`config.mk`:
```
export PLATFORM = sky130hd
export DESIGN_NAME = prot_shutdown_seq
export DESIGN_NICKNAME = d
export VERILOG_FILES = /design/src/rtl/prot_shutdown_seq.sv
export SDC_FILE = /design/constraint.sdc
export NUM_CORES = 1
export LEC_CHECK = 0
export CAP_MARGIN = 20
export CELL_PAD_IN_SITES_DETAIL_PLACEMENT = 0
export CELL_PAD_IN_SITES_GLOBAL_PLACEMENT = 2
export CORE_MARGIN = 2
export CORE_UTILIZATION = 32
export DETAILED_ROUTE_END_ITERATION = 6
export PLACE_DENSITY = 0.72
export SLEW_MARGIN = 20
export SYNTH_ARGS = -nofsm -noshare
export SYNTH_HDL_FRONTEND = slang
export SYNTH_SLANG_ARGS = --single-unit
```
`constraint.sdc`:
```
create_clock -name clk -period 1.6 [get_ports clk]
set_input_delay 0.32 -clock clk [delete_from_list [all_inputs] [get_ports clk]]
set_output_delay 0.32 -clock clk [all_outputs]
set_load 0.05 [all_outputs]
```
`src/rtl/prot_shutdown_seq.sv`:
```
// Protection shutdown sequencer: blocks PWM on faults, commands the bypass
// switch when requested and supervises its closed confirmation.
// Optional build macro SEQ_FIBER_AUTOBYP_EN adds a fiber-fault persistence
// counter that forces bypass after FIBER_BYP_US of continuous fiber fault.
module prot_shutdown_seq #(
  parameter int unsigned T_DEAD_US    = 10,
  parameter int unsigned T_BYP_TMO_US = 2000,
  parameter int unsigned FIBER_BYP_US = 1000
) (
  input  logic       clk,
  input  logic       Reset,
  input  logic       time_1us,
  input  logic       start_stop,
  input  logic       err_unit,
  input  logic       fiber_err,
  input  logic       reset_unit,
  input  logic       BypConRx,
  input  logic       BypOk_filt,
  output logic       pwm_block,
  output logic       BypCon,
  output logic       byp_fail,
  output logic [2:0] seq_state
);

  localparam int unsigned CNT_W = 14;
  localparam logic [CNT_W-1:0] CNT_MAX  = '1;
  localparam logic [CNT_W-1:0] DEAD_LIM = CNT_W'(T_DEAD_US);
  localparam logic [CNT_W-1:0] TMO_LIM  = CNT_W'(T_BYP_TMO_US);

  typedef enum logic [2:0] {
    S_IDLE     = 3'd0,
    S_RUN      = 3'd1,
    S_BLOCK    = 3'd2,
    S_BYP_WAIT = 3'd3,
    S_BYPASSED = 3'd4,
    S_BYP_FAIL = 3'd5
  } state_t;

  state_t           r_state;
  state_t           w_state_nxt;
  logic             r_byp_req;
  logic             w_byp_req_nxt;
  logic [CNT_W-1:0] r_dwell;
  logic [CNT_W-1:0] r_tmo;
  logic             w_fiber_trig;
  logic             w_byp_set;
  logic             w_pwm_block_nxt;
  logic             w_byp_con_nxt;
  logic             w_byp_fail_nxt;

`ifdef SEQ_FIBER_AUTOBYP_EN
  localparam logic [CNT_W-1:0] FIBER_LIM = CNT_W'(FIBER_BYP_US);
  logic [CNT_W-1:0] r_fiber_cnt;

  // Continuous fiber-fault duration; any fault-free cycle restarts it
  always_ff @(posedge clk) begin
    if (Reset || !fiber_err) begin
      r_fiber_cnt <= '0;
    end else if (time_1us && (r_fiber_cnt != CNT_MAX)) begin
      r_fiber_cnt <= r_fiber_cnt + CNT_W'(1);
    end
  end

  assign w_fiber_trig = (r_fiber_cnt >= FIBER_LIM);
`else
  // No persistence counter in this build; constant 0 for any legal FIBER_BYP_US
  assign w_fiber_trig = (FIBER_BYP_US == 32'd0);
`endif

  assign w_byp_set = BypConRx | w_fiber_trig;

  // State register
  always_ff @(posedge clk) begin
    if (Reset) begin
      r_state <= S_IDLE;
    end else begin
      r_state <= w_state_nxt;
    end
  end

  // Next-state, bypass-request and next-output decode
  always_comb begin
    w_state_nxt   = r_state;
    w_byp_req_nxt = r_byp_req;
    case (r_state)
      S_IDLE: begin
        if (BypConRx) begin
          w_state_nxt   = S_BLOCK;
          w_byp_req_nxt = 1'b1;
        end else if (start_stop && !err_unit && !fiber_err) begin
          w_state_nxt = S_RUN;
        end
      end
      S_RUN: begin
        if (err_unit || fiber_err || BypConRx) begin
          w_state_nxt = S_BLOCK;
          if (BypConRx) begin
            w_byp_req_nxt = 1'b1;
          end
        end else if (!start_stop) begin
          w_state_nxt = S_IDLE;
        end
      end
      S_BLOCK: begin
        if (w_byp_set) begin
          w_byp_req_nxt = 1'b1;
        end
        if (r_byp_req && (r_dwell >= DEAD_LIM)) begin
          w_state_nxt = S_BYP_WAIT;
        end else if (reset_unit && !err_unit && !fiber_err && !r_byp_req && !w_byp_set) begin
          w_state_nxt   = S_IDLE;
          w_byp_req_nxt = 1'b0;
        end
      end
      S_BYP_WAIT: begin
        if (BypOk_filt) begin
          w_state_nxt = S_BYPASSED;
        end else if (r_tmo >= TMO_LIM) begin
          w_state_nxt = S_BYP_FAIL;
        end
      end
      S_BYPASSED, S_BYP_FAIL: begin
        w_state_nxt = r_state;
      end
      default: begin
        w_state_nxt   = S_BLOCK;
        w_byp_req_nxt = 1'b0;
      end
    endcase

    w_pwm_block_nxt = (w_state_nxt != S_RUN);
    w_byp_con_nxt   = (w_state_nxt == S_BYP_WAIT) || (w_state_nxt == S_BYPASSED) ||
                      (w_state_nxt == S_BYP_FAIL);
    w_byp_fail_nxt  = (w_state_nxt == S_BYP_FAIL);
  end

  // Latched bypass request
  always_ff @(posedge clk) begin
    if (Reset) begin
      r_byp_req <= 1'b0;
    end else begin
      r_byp_req <= w_byp_req_nxt;
    end
  end

  // PWM-blocked dwell timer, restarted on every entry to BLOCK
  always_ff @(posedge clk) begin
    if (Reset) begin
      r_dwell <= '0;
    end else if ((w_state_nxt == S_BLOCK) && (r_state != S_BLOCK)) begin
      r_dwell <= '0;
    end else if ((r_state == S_BLOCK) && time_1us && (r_dwell != CNT_MAX)) begin
      r_dwell <= r_dwell + CNT_W'(1);
    end
  end

  // Bypass confirmation timeout, restarted on every entry to BYP_WAIT
  always_ff @(posedge clk) begin
    if (Reset) begin
      r_tmo <= '0;
    end else if ((w_state_nxt == S_BYP_WAIT) && (r_state != S_BYP_WAIT)) begin
      r_tmo <= '0;
    end else if ((r_state == S_BYP_WAIT) && time_1us && (r_tmo != CNT_MAX)) begin
      r_tmo <= r_tmo + CNT_W'(1);
    end
  end

  // Registered outputs follow the state being entered
  always_ff @(posedge clk) begin
    if (Reset) begin
      pwm_block <= 1'b1;
      BypCon    <= 1'b0;
      byp_fail  <= 1'b0;
      seq_state <= 3'd0;
    end else begin
      pwm_block <= w_pwm_block_nxt;
      BypCon    <= w_byp_con_nxt;
      byp_fail  <= w_byp_fail_nxt;
      seq_state <= 3'(w_state_nxt);
    end
  end

endmodule

```
==> run metrics <==
first-pass GRT wire length 7000 µm; Final Hold Fails 0; min Tclk post-route roughly 1.6 ns; Leakage Power slightly below 1 nW; site row count 27; DIE AREA ~6400 µm²; Post-Syn Area per Cell around 8.7 µm²; diode count 0; routed vias around 1,600; status completed; syn nets between 200 and 250; pwr dens just over 700 nW/µm²; CP Capture Type register; Yosys cell types 48; Startpoint Class register; Setup-failing EPs final 0; Crit Path Max Fanout 3; multiplexer share of the synthesized area less than 1%; Worst IR Drop VDD roughly 0.00031 V; achievable frequency between 600 and 700 MHz; Synth Area in Compound Gates under 10%; Rel. slew slack about three quarters; GRT Util Overall approximately 14%; PortBufs 14; hold buffers post-CTS 0; number of global-route vias before repair between 1,500 and 2,000; drt pass-1 iters 4; Synth Instances approximately 210; Clock Skew roughly 0.0050 ns; fin crit share 97.6%; proportion of layout cells with a drive suffix above 1 39.5%; DR vias/cell ~4.7; Worst Path Required around 1.8 ns; TritonCTS Buffers 5; GPL Wtd Cong between 0.7 and 0.8; CTS tree done; largest family of logic cells by synthesized area simple AND/OR/NAND/NOR gates; worst hold path class reg -> reg; Residual DRC 0; DP Worst Slack -0.328 ns; Die Y about 80 µm; root buffer cell clkbuf_8; register area share after synthesis roughly two fifths; Final WS setup 0.0382 ns; Avg WL per Cell 12.3 µm; Initial DRC Count 54; RSZ-0062 raised after global routing true; Antenna Nets Post-Route 0; final WL around 4200 µm; crit path DAT ~1.8 ns; Clock Tree Buf Depth 2; Clock Sinks 35; chip width around 80 µm; #FFs+latches synth 35; CP Class reg -> reg; largest net degree at the start of global routing 15; hpwl dp between 2000 and 3000 µm; worst reg-to-reg setup slack 0.04 ns; initial antenna violation count 0; Worst-Skew Late Latency a little under 0.3 ns; IO Count 15; xor and xnor area share after synthesis 12.4%; layout net count between 200 and 300; Initial Utilization between 30 and 40%; Final Max Tran Viols 0; Synth Area in Adders between 2 and 3%; core footprint about 5500 µm²; Area Overhead vs Synth 45.5%; TNS Setup 0 ns; clock-pin slew on the worst setup and hold paths ~0.070 ns; Post-Synth Simple-Gate Area 34.7%; maximum level of the CTS H-tree 2; grt ovf 0; Syn Std Cell Area roughly 1800 µm²; Worst-Margin Slew roughly 0.37 ns; maxcap violations 0; Yosys warning count 0
-- cell families (layout without fill, tap and decap cells) --
kind of cell             count (synthesis)  after routing
XOR/XNOR                                26             26
flip-flops                              35             35
adder cells (fa/ha/maj)                  4              4
AND/OR/NAND/NOR                        111            111
AO/OA/AOI/OAI                           22             22
buffers and inverters                   13             67
multiplexers                             1              1
-- worst paths after layout --
kind | startpoint | end | cells after the start
worst min-delay path | r_dwell[13] | r_dwell[13] | 2
worst max register to register | r_dwell[0] | byp_fail | 8
worst max-delay path | r_dwell[0] | byp_fail | 8
worst min register to register | r_dwell[13] | r_dwell[13] | 2
-- critical path: stages (launching register included) --
cell and delay, ns:
dfxtp_2 0.35, inv_2 0.04, ha_4 0.14, o31ai_2 0.22, nand4_1 0.12, nand4_1 0.22, buf_4 0.15, and3_4 0.18
nor3_2 0.03
-- synth_stat cells, drive strengths merged --
cell type | count | share of area, %
nand2 | 12 | 2.5
o21ai | 5 | 1.4
and3 | 1 | 0.34
and4bb | 1 | 0.68
xor2 | 6 | 2.9
nor2b | 2 | 0.68
o21a | 2 | 0.82
nand2b | 2 | 0.68
a31oi | 2 | 0.68
nor3b | 1 | 0.41
nor4 | 5 | 3.7
a211oi | 3 | 1.5
and2 | 2 | 0.68
inv | 7 | 1.4
o2111ai | 1 | 0.82
dfxtp | 35 | 38
and4 | 3 | 1.6
mux2i | 1 | 0.54
xnor2 | 20 | 9.5
nand4 | 11 | 4.1
and4b | 1 | 0.54
o31ai | 1 | 0.41
o211ai | 1 | 0.41
nand3b | 1 | 0.41
nand3 | 10 | 3.0
or3 | 1 | 0.34
or4 | 1 | 0.41
nor2 | 42 | 8.7
a21oi | 7 | 2.1
nor3 | 9 | 2.7
clkbuf | 2 | 0.41
or2 | 2 | 0.68
or2b | 1 | 0.41
nand4b | 3 | 2.2
buf | 4 | 1.6
ha | 4 | 2.7
-- placed cells by master, fill, tap and decap left out, types with 2 or more instances in the layout --
cell type        Yosys  routed
a21oi_1              6       6
dfxtp_1             35      24
ha_1                 4       2
buf_4                1      39
o21a_1               2       2
a31oi_1              2       2
a211oi_2             1       2
nor2_1              41      30
nor2_4               0       6
xor2_1               6       6
nand2_1             12      12
xnor2_2              0       2
o21ai_0              5       4
nand3_1              9       9
nor4_4               2       3
nand4_1             10      10
inv_1                7       6
clkbuf_8             0       5
buf_12               0       4
nor3_1               8       6
dfxtp_2              0      10
nand4b_1             2       2
nor3_2               1       2
and4_1               2       2
nor2_2               1       6
clkdlybuf4s50_1      0       7
xnor2_1             20      18
-- layout make-up --
type                       count  area (µm²)
multi-input combinational    164        1250
timing repair buffer          52         467
sequential                    35         717
clock buffer                   7        97.6
inverter                       7        26.3
fill                         555        2870
clock inverter                 1        30.0
tap                           72        90.1
-- through the flow --
step,util [%],instance area [µm²],power [mW],cells,hold WS [ns]
after detailed placement,41.8,2320,1.05,326,0.536
after global placement,41.8,2320,1.05,326,0.525
final,48.3,2680,1.93,338,0.536
after global routing,48.3,2680,2.03,338,0.563
after CTS,44.2,2450,1.95,334,0.550
after floorplan,-,1850,0.967,212,0.383
-- per-layer routing --
metal | wire length [µm] | vias to the layer above | track usage [%]
met1 | 2100 | 725 | 18.8
met2 | 1890 | 19 | 21.5
met3 | 131 | 5 | 4.41
met4 | 45 | 0 | 5.08
li1 | - | 842 | -
met5 | 0 | - | 0
-- sequential cells by signal, indices dropped and copies added (netlist names) --
signal	flops
r_tmo	14
seq_state	3
r_dwell	14
byp_fail	1
r_byp_req	1
pwm_block	1
BypCon	1
-- power breakdown --
| group | leakage (nW) | internal [mW] | switching (mW) |
|---|---|---|---|
| clock network | 0.0636 | 0.560 | 0.324 |
| logic | 0.609 | 0.0850 | 0.0770 |
| registers | 0.288 | 0.878 | 0.00881 |
-- repair_timing --
item                                    in CTS  in global routing
cloned                                       0                  1
setup buffers                                0                  3
resized for setup                            2                 54
endpoints found under the setup margin      15                 26
pin swaps                                    1                 20
(Power assumes the default switching activity.)
